`src/rtl/snn_conv_pe.sv`:
```
// snn_conv_pe: spiking-convolution processing element.
// Accumulates spike-gated K x K filter weights into a persistent membrane
// potential, thresholds it once per ifmap window and emits one result packet.
// DATA_W must be >= max(K*FILTER_W, K*K, POT_W+1).
module snn_conv_pe #(
    parameter int unsigned K             = 3,
    parameter int unsigned FILTER_W      = 8,
    parameter int unsigned POT_W         = 16,
    parameter int unsigned ADDR_W        = 4,
    parameter int unsigned DATA_W        = 24,
    parameter int unsigned PKT_W         = 1 + 2 * ADDR_W + DATA_W,
    parameter int unsigned PE_X          = 0,
    parameter int unsigned PE_Y          = 0,
    parameter int unsigned MEM_ADDR      = 13,
    parameter int unsigned RESET_ON_FIRE = 0
) (
    input  logic             clk,
    input  logic             rst,
    input  logic             pkt_in_valid,
    output logic             pkt_in_ready,
    input  logic [PKT_W-1:0] pkt_in_data,
    output logic             pkt_out_valid,
    input  logic             pkt_out_ready,
    output logic [PKT_W-1:0] pkt_out_data,
    input  logic [POT_W-1:0] threshold,
    input  logic             pot_clear,
    output logic             filter_loaded,
    output logic             err_no_filter
);

    localparam int unsigned TAPS   = K * K;
    localparam int unsigned TAP_W  = (TAPS > 1) ? $clog2(TAPS) : 1;
    localparam int unsigned ROW_W  = (K > 1) ? $clog2(K) : 1;
    localparam int unsigned HALF_W = ADDR_W / 2;

    localparam logic [ADDR_W-1:0] OWN_ADDR = ADDR_W'({HALF_W'(PE_X), HALF_W'(PE_Y)});
    localparam logic [ADDR_W-1:0] DST_ADDR = ADDR_W'(MEM_ADDR);
    localparam logic [POT_W-1:0]  POT_MAX  = '1;

    typedef enum logic [1:0] {
        IDLE  = 2'd0,
        ACCUM = 2'd1,
        FIRE  = 2'd2,
        SEND  = 2'd3
    } state_e;

    state_e state_q, state_d;

    logic [POT_W-1:0]    pot_q, pot_d;
    logic [TAP_W-1:0]    tap_q, tap_d;
    logic [ROW_W-1:0]    tap_r_q, tap_r_d;
    logic [ROW_W-1:0]    tap_c_q, tap_c_d;
    logic [ROW_W-1:0]    row_q, row_d;
    logic [TAPS-1:0]     spikes_q, spikes_d;
    logic                loaded_q, loaded_d;
    logic                err_q, err_d;
    logic                in_ready_q, in_ready_d;
    logic                out_valid_q, out_valid_d;
    logic [PKT_W-1:0]    out_data_q, out_data_d;
    logic                weight_we;

    logic [FILTER_W-1:0] weight_q [K][K];

    logic [DATA_W-1:0]   payload;
    logic                is_ifmap;
    logic [FILTER_W-1:0] w_sel;
    logic [POT_W:0]      sum_c;
    logic [POT_W-1:0]    sat_sum;
    logic                fire_c;
    logic [POT_W-1:0]    post_pot;
    logic                unused_hdr_c;

    assign payload      = pkt_in_data[DATA_W-1:0];
    assign is_ifmap     = pkt_in_data[PKT_W-1];
    assign unused_hdr_c = ^pkt_in_data[PKT_W-2:DATA_W];

    // Tap datapath: saturating add of the selected weight, strict-threshold fire
    assign w_sel    = weight_q[tap_r_q][tap_c_q];
    assign sum_c    = {1'b0, pot_q} + (POT_W + 1)'(w_sel);
    assign sat_sum  = sum_c[POT_W] ? POT_MAX : sum_c[POT_W-1:0];
    assign fire_c   = pot_q > threshold;
    assign post_pot = !fire_c ? pot_q
                    : ((RESET_ON_FIRE != 0) ? '0 : pot_q - threshold);

    // State register
    always_ff @(posedge clk) begin
        if (rst) begin
            state_q <= IDLE;
        end else begin
            state_q <= state_d;
        end
    end

    // Next-state logic
    always_comb begin
        state_d = state_q;
        unique case (state_q)
            IDLE:    if (pkt_in_valid && is_ifmap && loaded_q) state_d = ACCUM;
            ACCUM:   if (tap_q == TAP_W'(TAPS - 1)) state_d = FIRE;
            FIRE:    state_d = SEND;
            SEND:    if (pkt_out_ready) state_d = IDLE;
            default: state_d = IDLE;
        endcase
    end

    // Output and datapath next values for each state
    always_comb begin
        pot_d       = pot_q;
        tap_d       = tap_q;
        tap_r_d     = tap_r_q;
        tap_c_d     = tap_c_q;
        row_d       = row_q;
        spikes_d    = spikes_q;
        loaded_d    = loaded_q;
        err_d       = 1'b0;
        out_data_d  = out_data_q;
        weight_we   = 1'b0;
        in_ready_d  = (state_d == IDLE);
        out_valid_d = (state_d == SEND);
        unique case (state_q)
            IDLE: begin
                if (pot_clear) begin
                    pot_d = '0;
                end
                if (pkt_in_valid) begin
                    if (!is_ifmap) begin
                        // Filter row: write current row, wrap after the last one
                        weight_we = 1'b1;
                        if (row_q == ROW_W'(K - 1)) begin
                            row_d    = '0;
                            loaded_d = 1'b1;
                        end else begin
                            row_d    = row_q + ROW_W'(1);
                            loaded_d = 1'b0;
                        end
                    end else if (!loaded_q) begin
                        err_d = 1'b1;
                    end else begin
                        spikes_d = payload[TAPS-1:0];
                        tap_d    = '0;
                        tap_r_d  = '0;
                        tap_c_d  = '0;
                    end
                end
            end
            ACCUM: begin
                if (spikes_q[0]) begin
                    pot_d = sat_sum;
                end
                spikes_d = spikes_q >> 1;
                tap_d    = tap_q + TAP_W'(1);
                if (tap_c_q == ROW_W'(K - 1)) begin
                    tap_c_d = '0;
                    tap_r_d = tap_r_q + ROW_W'(1);
                end else begin
                    tap_c_d = tap_c_q + ROW_W'(1);
                end
            end
            FIRE: begin
                pot_d      = post_pot;
                out_data_d = {1'b0, DST_ADDR, OWN_ADDR, DATA_W'({post_pot, fire_c})};
            end
            SEND: begin
            end
            default: begin
            end
        endcase
    end

    // Datapath and registered outputs
    always_ff @(posedge clk) begin
        if (rst) begin
            pot_q       <= '0;
            tap_q       <= '0;
            tap_r_q     <= '0;
            tap_c_q     <= '0;
            row_q       <= '0;
            spikes_q    <= '0;
            loaded_q    <= 1'b0;
            err_q       <= 1'b0;
            in_ready_q  <= 1'b1;
            out_valid_q <= 1'b0;
            out_data_q  <= '0;
        end else begin
            pot_q       <= pot_d;
            tap_q       <= tap_d;
            tap_r_q     <= tap_r_d;
            tap_c_q     <= tap_c_d;
            row_q       <= row_d;
            spikes_q    <= spikes_d;
            loaded_q    <= loaded_d;
            err_q       <= err_d;
            in_ready_q  <= in_ready_d;
            out_valid_q <= out_valid_d;
            out_data_q  <= out_data_d;
        end
    end

    // Weight store keeps its contents across reset
    always_ff @(posedge clk) begin
        if (weight_we) begin
            for (int c = 0; c < int'(K); c++) begin
                weight_q[row_q][c] <= payload[c*FILTER_W +: FILTER_W];
            end
        end
    end

    assign pkt_in_ready  = in_ready_q;
    assign pkt_out_valid = out_valid_q;
    assign pkt_out_data  = out_data_q;
    assign filter_loaded = loaded_q;
    assign err_no_filter = err_q;

endmodule
```
`config.mk`:
```
export PLATFORM = sky130hd
export DESIGN_NAME = snn_conv_pe
export DESIGN_NICKNAME = d
export VERILOG_FILES = /design/src/rtl/snn_conv_pe.sv
export SDC_FILE = /design/constraint.sdc
export NUM_CORES = 1
export LEC_CHECK = 0
export CELL_PAD_IN_SITES_DETAIL_PLACEMENT = 1
export CELL_PAD_IN_SITES_GLOBAL_PLACEMENT = 2
export CORE_UTILIZATION = 36
export CTS_CLUSTER_DIAMETER = 200
export DETAILED_ROUTE_END_ITERATION = 16
export HOLD_SLACK_MARGIN = 0.15
export MAX_ROUTING_LAYER = met4
export PLACE_DENSITY = 0.8
export SLEW_MARGIN = 0
export SYNTH_ARGS = -nofsm -noshare
export SYNTH_HDL_FRONTEND = slang
export SYNTH_SLANG_ARGS = --single-unit
```
`constraint.sdc`:
```
create_clock -name clk -period 4.75 [get_ports clk]
set_clock_uncertainty 0.15 [all_clocks]
set_input_delay 0.95 -clock clk [delete_from_list [all_inputs] [get_ports clk]]
set_output_delay 0.95 -clock clk [all_outputs]
set_load 0.03 [all_outputs]
```
==> flow_metrics.env, run 1 <==
export IMPL_max_stage_delay_ns=0.53
export IMPL_hp_class="flip-flop to flip-flop"
export IMPL_first_global_vias=5731
export IMPL_setup_tns_ns=0
export IMPL_grt_antenna_before_repair=0
export IMPL_fp_coreArea_um2=18800
export IMPL_clock_fmax_ghz=0.257
export IMPL_gp_congestion=0.846
export IMPL_cell_leakage_power_nw=3.03
export IMPL_grt_setup_unrepaired="no"
export IMPL_grt_start_max_net_pins=44
export IMPL_yosys_most_used_dff="sky130_fd_sc_hd__edfxtp_1"
export IMPL_dieWidth_um=141
export IMPL_grt_first_pass_wirelength_um=29900
export IMPL_actual_transition_at_the_worst_max_transition_pin_ns=0.922
export IMPL_clk_path_buf_depth=2
export IMPL_path_common_cell="sky130_fd_sc_hd__buf_4"
export IMPL_vdd_drop_max_uv=255
export IMPL_grt_total_usage_pct=20.2
export IMPL_start_kind="flip-flop"
export IMPL_htreeDepth=4
export IMPL_fin_crit_ns=3.89
export IMPL_synth_most_common_cell="sky130_fd_sc_hd__edfxtp_1"
export IMPL_arrival_ns=4.04
export IMPL_avgViaCountPerCell=5.26
export IMPL_cts_sinks=133
export IMPL_die_h_um=141
export IMPL_critical_path_required_ns=4.89
export IMPL_asyncSetResetFlopFracSynth_pct=0
export IMPL_yosys_warnings=0
export IMPL_post_cts_buffers=0
export IMPL_placement_io_buffers=69
export IMPL_report_final_setup_viol=0
export IMPL_cts_repair_resize_count=0
export IMPL_holdBufCountCts=0
export IMPL_cells_along_the_critical_path="buf_4 > mux4_2 > a221oi_1 > a21oi_1 > fa_1 > a211oi_1 > o21ai_1 > buf_4 > and2_1 > and3_1 > buf_4 > a21oi_1 > o221ai_1"
export IMPL_post_synth_instance_area_um2=6980
export IMPL_detail_route_first_pass_iterations=4
export IMPL_synth_seq_cells=133
export IMPL_drt_drc_violations_left=0
export IMPL_synth_top_cell_area_share_pct=31.0
export IMPL_run_status="completed"
export IMPL_post_synth_main_area_contributors="sky130_fd_sc_hd__edfxtp_1, sky130_fd_sc_hd__dfxtp_1, sky130_fd_sc_hd__ha_1"
export IMPL_area_growth_syn_to_layout_pct=22.1
export IMPL_power_per_cell_area_nw_per_um2=322
export IMPL_post_route_cells_drive_above_1_share_pct=11.9
export IMPL_num_rows=50
export IMPL_cts_reportedPaths_clkPinSlew_ns=0.06
export IMPL_detail_route_wl_per_cell_um=18.3
export IMPL_finalNetCount=821
export IMPL_synth_sequential_area_ratio_pct=48.5
export IMPL_timing_hold_violations_final=0
export IMPL_num_io_pins=91
export IMPL_drt_antenna_violating_nets=0
export IMPL_critPathTopFamily="compound AO/OA/AOI/OAI gates"
export IMPL_place_detailed_instances=975
export IMPL_cap_viol_max_count=0
export IMPL_clockRootBuffer="sky130_fd_sc_hd__clkbuf_16"
export IMPL_cts_buffers_inserted=17
export IMPL_synthTopCellsByCount="sky130_fd_sc_hd__edfxtp_1, sky130_fd_sc_hd__nor2_1, sky130_fd_sc_hd__dfxtp_1, sky130_fd_sc_hd__a21oi_1, sky130_fd_sc_hd__inv_1"
export IMPL_vias=5287
export IMPL_finalWirelength_um=18400
export IMPL_drtIter0Drc=281
export IMPL_synth_top_cell_by_area="sky130_fd_sc_hd__edfxtp_1"
export IMPL_clk_latency_ns=0.42
export IMPL_syn_mean_instance_area_um2=10.7
export IMPL_antenna_cell_count=0
export IMPL_crit_fanout=9
export IMPL_critical_path_slowest_cell="sky130_fd_sc_hd__mux4_2"
export IMPL_setup_worst_path_end_class="flip-flop"
export IMPL_drv_slew=0
export IMPL_postLayoutCoreUtil_pct=45.3
export IMPL_cts_tree="yes"
export IMPL_synth_distinct_cells=65
export IMPL_post_route_clock_period_utilization_pct=81.9
export IMPL_initial_core_util_pct=37.1
export IMPL_floorplan_die_area_um2=20000
export IMPL_slew_hr_pct=38.5
export IMPL_timing_hold_ws_ns=0.334
export IMPL_stdcell_count=1006
export IMPL_globalRoute_totalOverflow=0
export IMPL_synth_enable_flop_cells=72
export IMPL_cp_num_buf_inv=3
export IMPL_critPathKind="flip-flop to flip-flop"
export IMPL_place_hpwl_um=13300
export IMPL_netlist_instances=655
==> sequential cells by signal, indices dropped and copies added, names as in the netlist, named ones only <==
name	flops
err_no_filter	1
filter_loaded	1
pkt_in_ready	1
pkt_out_data	18
pkt_out_valid	1
pot_q	16
row_q	2
spikes_q	9
state_q	2
tap_c_q	2
tap_q	4
tap_r_q	2
weight_q	72
==> power by group <==
| group | total [mW] | internal [mW] | switching, mW | leakage, nW |
|---|---|---|---|---|
| Combinational | 0.174 | 0.0745 | 0.0991 | 1.60 |
| Clock | 1.34 | 0.787 | 0.549 | 0.287 |
| Sequential | 1.24 | 1.23 | 0.00677 | 1.15 |
| Total | 2.75 | 2.09 | 0.655 | 3.03 |
==> final timing paths <==
path         slack, ns  depth (start not counted)            start         endpoint
max               0.86                         13        flip-flop         pot_q[8]
min               0.33                          2  pkt_out_data[1]  pkt_out_data[1]
max reg2reg       0.86                         13        flip-flop         pot_q[8]
min reg2reg       0.33                          2  pkt_out_data[1]  pkt_out_data[1]
==> worst min-delay path, cell delays in order (launching register included) <==
cell	delay, ns
sky130_fd_sc_hd__dfxtp_1	0.31
sky130_fd_sc_hd__nand2b_1	0.07
sky130_fd_sc_hd__a21oi_1	0.06
==> cell families (layout without fill, tap and decap cells) <==
logic type | after synthesis | count (layout) | share of synthesized area (%)
adders and majority gates | 33 | 33 | 6.13
xor gates and xnor gates | 20 | 20 | 2.51
muxes | 48 | 48 | 8.51
buffers and inverters | 76 | 155 | 5.84
DFF | 133 | 133 | 48.5
AOI/OAI and AO/OA | 176 | 176 | 16.8
and+or+nand+nor | 168 | 168 | 11.7
other | 1 | 13 | 0.0537
==> cell type report <==
type                            instances  area [um2]
Fill cell                            2060       10300
Sequential cell                       133        3380
Multi-Input combinational cell        458        3250
Timing Repair Buffer                   91         851
Clock buffer                           17         425
Tap cell                              260         325
Clock inverter                         14         164
Inverter                               33         124
==> cells in the final DEF, fill, tap and decap left out, drive strengths merged, types with 10 or more instances in the layout <==
cell type | Yosys | routed
ha | 31 | 31
a21oi | 59 | 59
a211oi | 24 | 24
a31oi | 11 | 11
clkdlybuf4s50 | 0 | 68
nor3 | 10 | 10
mux2i | 29 | 29
conb | 1 | 13
inv | 32 | 41
dfxtp | 61 | 61
buf | 32 | 23
o21ai | 24 | 24
xor2 | 13 | 13
clkbuf | 11 | 17
nand3 | 14 | 14
nor2 | 71 | 71
mux2 | 11 | 11
nand2 | 33 | 33
edfxtp | 72 | 72
==> per-layer routing <==
layer / track usage (%) / part of all wire [%]
met4: 8.24 / 2.5
met2: 35.3 / 50
met1: 22.8 / 44
met5: - / 0
met3: 3.37 / 3.3
==> through the flow <==
| step | instance area (um2) | setup WS (ns) | total power [mW] |
|---|---|---|---|
| global placement | 7930 | 0.966 | 1.43 |
| global route | 8520 | 0.551 | 2.83 |
| CTS | 8520 | 0.839 | 2.77 |
| detailed placement | 7930 | 0.875 | 1.44 |
| finish | 8520 | 0.859 | 2.75 |
| floorplan | 7030 | 1.06 | 1.37 |
Note: power is estimated with default switching activity, not from simulation.
==> inputs of run 2 (changes only) <==
==> constraint.sdc (replaced) <==
create_clock -name clk -period 3.8 [get_ports clk]
set_clock_uncertainty 0.15 [all_clocks]
set_input_delay 0.76 -clock clk [delete_from_list [all_inputs] [get_ports clk]]
set_output_delay 0.76 -clock clk [all_outputs]
set_load 0.03 [all_outputs]
==> flow_metrics.env, run 2 (synthesized netlist as in run 1, its figures left out) <==
export IMPL_setup_worst_path_end="pot_q[14]"
export IMPL_post_route_cells_drive_above_1_share_pct=13.9
export IMPL_largest_register_ff_count=72
export IMPL_critPathKind="flip-flop to flip-flop"
export IMPL_htreeDepth=4
export IMPL_post_route_clock_period_utilization_pct=95.6
export IMPL_arrival_ns=3.78
export IMPL_antenna_cell_count=0
export IMPL_drv_slew=0
export IMPL_gp_congestion=0.834
export IMPL_cap_viol_max_count=0
export IMPL_critical_path_required_ns=3.95
export IMPL_num_rows=50
export IMPL_report_final_setup_viol=0
export IMPL_max_stage_delay_ns=0.50
export IMPL_n_fill_cell=2045
export IMPL_groute_layer_met2_usage_pct=35.1
export IMPL_globalRoute_totalOverflow=0
export IMPL_cts_sinks=133
export IMPL_crit_fanout=6
export IMPL_cell_leakage_power_nw=3.08
export IMPL_drt_antenna_violating_nets=0
export IMPL_cts_buffers_inserted=17
export IMPL_clock_fmax_ghz=0.275
export IMPL_first_global_vias=5676
export IMPL_reg2reg_setup_slack_ns=0.17
export IMPL_layout_common_cells="sky130_fd_sc_hd__edfxtp_1, sky130_fd_sc_hd__nor2_1, sky130_fd_sc_hd__clkdlybuf4s50_1"
export IMPL_cells_along_the_critical_path="buf_4 > mux4_2 > a221oi_1 > a21oi_1 > ha_1 > o21ai_0 > o21ai_2 > nand4_1 > nor2_1 > mux2_2 > a31oi_1 > a311oi_1"
export IMPL_avgViaCountPerCell=5.27
export IMPL_power_consumption_mw=3.43
export IMPL_clockRootBuffer="sky130_fd_sc_hd__clkbuf_16"
export IMPL_top_reg_by_flops="weight_q"
export IMPL_layout_cells_most_common="sky130_fd_sc_hd__edfxtp_1"
export IMPL_finalNetCount=829
export IMPL_hp_class="flip-flop to flip-flop"
export IMPL_fp_coreArea_um2=18800
export IMPL_drt_drc_violations_left=0
export IMPL_cts_reportedPaths_clkPinSlew_ns=0.07
export IMPL_finalWirelength_um=18400
export IMPL_global_route_usage_met1_pct=22.9
export IMPL_detail_route_first_pass_iterations=5
export IMPL_detail_route_wl_per_cell_um=18.1
export IMPL_vias=5354
export IMPL_run_status="completed"
export IMPL_timing_hold_violations_final=0
export IMPL_grt_start_max_net_pins=41
export IMPL_cts_tree="yes"
export IMPL_stdcell_count=1015
export IMPL_placement_io_buffers=69
export IMPL_setup_worst_path_end_class="flip-flop"
export IMPL_global_route_peak_usage_layer="met2"
export IMPL_critical_path_reg2reg_endpoint="pot_q[14]"
export IMPL_critical_path_slowest_cell="sky130_fd_sc_hd__mux4_2"
export IMPL_timing_hold_ws_ns=0.333
export IMPL_dieWidth_um=141
export IMPL_initial_core_util_pct=37.1
export IMPL_num_io_pins=91
export IMPL_start_kind="flip-flop"
export IMPL_place_detailed_instances=981
export IMPL_fin_crit_ns=3.63
export IMPL_worst_r2r_path_depth=12
export IMPL_grt_first_pass_wirelength_um=29600
export IMPL_place_hpwl_um=13300
export IMPL_clk_path_buf_depth=2
export IMPL_area_growth_syn_to_layout_pct=23.5
export IMPL_vdd_drop_max_uv=336
export IMPL_floorplan_die_area_um2=20000
export IMPL_drtIter0Drc=254
export IMPL_slew_hr_pct=58.8
export IMPL_actual_transition_at_the_worst_max_transition_pin_ns=0.617
export IMPL_grt_util_met3_pct=3.41
export IMPL_grt_total_usage_pct=20.0
export IMPL_postLayoutCoreUtil_pct=45.8
export IMPL_power_per_cell_area_nw_per_um2=397
export IMPL_grt_antenna_before_repair=0
export IMPL_die_h_um=141
export IMPL_clk_latency_ns=0.44
-- run 2: cell types whose count changed in the layout (fill, tap and decap cells not counted), sizes merged --
cell	previous run	this run
inv	41	43
bufinv	2	1
buf	23	31
-- run 2: worst min-delay path by stage --
stage / startpoint / end / slack (ns) / cells past startpoint
floorplan: tap_q[1] / tap_q[1] / 0.31 / 2
global placement: pkt_out_data[16] / pkt_out_data[16] / 0.32 / 2
detailed placement: pkt_out_data[1] / pkt_out_data[1] / 0.32 / 2
CTS: pkt_out_data[7] / pkt_out_data[7] / 0.34 / 2
global route: pkt_out_data[6] / pkt_out_data[6] / 0.35 / 2
finish: pkt_out_data[7] / pkt_out_data[7] / 0.33 / 2
-- run 2: critical path, delay by kind of cell (launching register included) --
kind | cells | cell delay, ns
muxes | 2 | 0.85
DFF | 1 | 0.38
buffers and inverters | 1 | 0.19
adders and majority gates | 1 | 0.44
AOI/OAI and AO/OA | 6 | 1.13
and+or+nand+nor | 2 | 0.34
-- run 2: per-layer routing --
metal / routed length (um) / part of all wire, %
met1: 8020 / 44
met2: 9380 / 51
met3: 752 / 4.1
met4: 254 / 1.4
met5: 0 / 0
-- run 2: area by class of cell --
class / count / area (um2) / area share, %
clock buffer: 17 / 425 / 4.93
clock inverter: 15 / 159 / 1.84
inverter: 33 / 124 / 1.44
multi-input combinational: 458 / 3280 / 38.0
sequential: 133 / 3380 / 39.3
tap: 260 / 325 / 3.77
timing repair buffer: 99 / 923 / 10.7
-- run 2: per-stage QoR --
step           setup TNS [ns]  instance area, um2  setup WS (ns)
4_1_cts                     0                8580         0.0583
2_1_floorplan               0                7030          0.295
3_3_place_gp                0                7990          0.154
6_report                    0                8620          0.168
5_1_grt               -0.0758                8620        -0.0494
3_5_place_dp                0                7990         0.0224
-- run 2: what timing repair did --
item                                   in CTS  in global routing
hold buffers                                0                  0
pin swaps                                   0                  2
buffers inserted                            0                  2
gates resized for setup                     2                  8
endpoints found under the hold margin       0                  0
setup endpoints to repair                   3                 13
-- run 2: power by group --
group / switching [mW] / total, mW / leakage, nW / internal, mW
clock network: 0.728 / 1.66 / 0.287 / 0.932
logic: 0.124 / 0.219 / 1.65 / 0.0947
registers: 0.00796 / 1.55 / 1.15 / 1.54
==> inputs of run 3 (changes only) <==
--- a/config.mk
+++ b/config.mk
@@ -7,12 +7,12 @@
 export LEC_CHECK = 0
 export CELL_PAD_IN_SITES_DETAIL_PLACEMENT = 1
 export CELL_PAD_IN_SITES_GLOBAL_PLACEMENT = 2
-export CORE_UTILIZATION = 36
+export CORE_UTILIZATION = 39
 export CTS_CLUSTER_DIAMETER = 200
 export DETAILED_ROUTE_END_ITERATION = 16
 export HOLD_SLACK_MARGIN = 0.15
 export MAX_ROUTING_LAYER = met4
-export PLACE_DENSITY = 0.8
+export PLACE_DENSITY = 0.86
 export SLEW_MARGIN = 0
 export SYNTH_ARGS = -nofsm -noshare
 export SYNTH_HDL_FRONTEND = slang
==> constraint.sdc (replaced) <==
create_clock -name clk -period 4.4 [get_ports clk]
set_clock_uncertainty 0.15 [all_clocks]
set_input_delay 0.88 -clock clk [delete_from_list [all_inputs] [get_ports clk]]
set_output_delay 0.88 -clock clk [all_outputs]
set_load 0.03 [all_outputs]
==> flow_metrics.env, run 3 (synthesized netlist as in run 1, its figures left out) <==
export IMPL_sequential_cell_area_um2=3380
export IMPL_setup_tns_ns=0
export IMPL_start_kind="flip-flop"
export IMPL_timing_hold_violations_final=0
export IMPL_crit_fanout=14
export IMPL_drv_slew=0
export IMPL_placement_io_buffers=69
export IMPL_clk_path_buf_depth=2
export IMPL_final_critical_path_setup_slack_ns=0.486
export IMPL_cells_along_the_critical_path="buf_4 > mux4_2 > a221oi_1 > a21oi_1 > ha_1 > a2111oi_0 > o21ai_1 > and2_1 > and3_1 > o211ai_1 > a311oi_1"
export IMPL_cts_buffers_inserted=17
export IMPL_cp_num_buf_inv=1
export IMPL_clock_fmax_ghz=0.256
export IMPL_cap_viol_max_count=0
export IMPL_fin_crit_ns=3.91
export IMPL_global_route_peak_usage_layer="met2"
export IMPL_drtIter0Drc=287
export IMPL_detail_route_wl_per_cell_um=19.2
export IMPL_layout_cells_most_common="sky130_fd_sc_hd__edfxtp_1"
export IMPL_critical_path_slowest_cell="sky130_fd_sc_hd__mux4_2"
export IMPL_critPathTopFamily="compound AO/OA/AOI/OAI gates"
export IMPL_grt_total_usage_pct=22.1
export IMPL_cts_sinks=133
export IMPL_critical_path_required_ns=4.56
export IMPL_top_reg_by_flops="weight_q"
export IMPL_clockRootBuffer="sky130_fd_sc_hd__clkbuf_16"
export IMPL_die_h_um=136
export IMPL_layout_common_cells="sky130_fd_sc_hd__edfxtp_1, sky130_fd_sc_hd__nor2_1, sky130_fd_sc_hd__clkdlybuf4s50_1"
export IMPL_clk_latency_ns=0.43
export IMPL_post_cts_buffers=0
export IMPL_power_per_cell_area_nw_per_um2=354
export IMPL_finalNetCount=817
export IMPL_drt_antenna_violating_nets=0
export IMPL_htreeDepth=4
export IMPL_hp_class="flip-flop to flip-flop"
export IMPL_largest_register_ff_count=72
export IMPL_initial_core_util_pct=40.1
export IMPL_drt_drc_violations_left=0
export IMPL_place_hpwl_um=13300
export IMPL_post_route_clock_period_utilization_pct=88.9
export IMPL_detail_route_first_pass_iterations=4
export IMPL_critPathKind="flip-flop to flip-flop"
export IMPL_gp_congestion=0.907
export IMPL_post_route_cells_drive_above_1_share_pct=11.7
export IMPL_area_growth_syn_to_layout_pct=21.7
export IMPL_max_stage_delay_ns=0.57
export IMPL_actual_transition_at_the_worst_max_transition_pin_ns=0.642
export IMPL_num_rows=48
export IMPL_dp_worst_setup_slack_ns=0.531
export IMPL_grt_antenna_before_repair=0
export IMPL_run_status="completed"
export IMPL_fp_coreArea_um2=17400
export IMPL_floorplan_die_area_um2=18400
export IMPL_cts_repair_resize_count=0
export IMPL_cts_tree="yes"
export IMPL_grt_start_max_net_pins=29
export IMPL_setup_worst_path_end_class="flip-flop"
export IMPL_report_final_setup_viol=0
export IMPL_avgViaCountPerCell=5.53
export IMPL_arrival_ns=4.07
export IMPL_n_fill_cell=1888
export IMPL_vias=5356
export IMPL_antenna_cell_count=0
export IMPL_grt_util_met3_pct=3.67
export IMPL_groute_layer_met2_usage_pct=38.6
export IMPL_first_global_vias=5567
export IMPL_cts_reportedPaths_clkPinSlew_ns=0.07
export IMPL_timing_hold_ws_ns=0.337
export IMPL_holdBufCountCts=0
export IMPL_finalWirelength_um=18500
export IMPL_num_io_pins=91
export IMPL_multi_input_logic_area_um2=3250
export IMPL_grt_setup_unrepaired="no"
export IMPL_globalRoute_totalOverflow=0
export IMPL_cell_leakage_power_nw=3.03
export IMPL_slew_hr_pct=57.1
export IMPL_dieWidth_um=136
export IMPL_vdd_drop_max_uv=287
export IMPL_grt_first_pass_wirelength_um=29700
export IMPL_global_route_usage_met1_pct=25.0
run 3: power by group:
part           total (mW)  leakage (nW)  switching [mW]  internal, mW
registers            1.34          1.15         0.00763          1.33
clock network        1.49         0.308           0.658         0.828
logic               0.189          1.58           0.109        0.0804
run 3: layout make-up:
class / instances / area share (%)
multi-input cells: 458 / 38.3
flip-flops and latches: 133 / 39.8
repair buffers: 87 / 9.66
clock buffers: 17 / 5.01
clock inverters: 15 / 2.47
well taps: 225 / 3.31
inverters: 33 / 1.46
run 3: stage by stage:
step	utilization [%]	std cells	total power, mW	cell area [um2]
after floorplan	-	667	1.47	7030
after global placement	45.1	936	1.54	7860
after detailed placement	45.1	936	1.55	7860
after CTS	48.8	968	3.03	8490
after global routing	48.8	968	3.10	8490
final	48.8	968	3.01	8490
run 3: worst register-to-register path: stages, from the launching register on:
cell                        delay [ns]
sky130_fd_sc_hd__dfxtp_1          0.38
sky130_fd_sc_hd__buf_4            0.30
sky130_fd_sc_hd__mux4_2           0.58
sky130_fd_sc_hd__a221oi_1         0.36
sky130_fd_sc_hd__a21oi_1          0.10
sky130_fd_sc_hd__ha_1             0.37
sky130_fd_sc_hd__a2111oi_0        0.48
sky130_fd_sc_hd__o21ai_1          0.24
sky130_fd_sc_hd__and2_1           0.23
sky130_fd_sc_hd__and3_1           0.28
sky130_fd_sc_hd__o211ai_1         0.22
sky130_fd_sc_hd__a311oi_1         0.11
run 3: path summary, 6_finish.rpt:
check | startpoint | slack [ns] | depth (start not counted) | to
worst max-delay path | flip-flop | 0.49 | 11 | pot_q[2]
worst min-delay path | pkt_out_data[16] | 0.34 | 2 | pkt_out_data[16]
worst max register to register | flip-flop | 0.49 | 11 | pot_q[2]
worst min register to register | pkt_out_data[16] | 0.34 | 2 | pkt_out_data[16]
run 3: layer usage:
layer  up-vias  share of wire, %
met5         -                 0
met4         0               2.2
met3        31               2.7
met2       106                53
met1      2647                43
li1       2572                 -
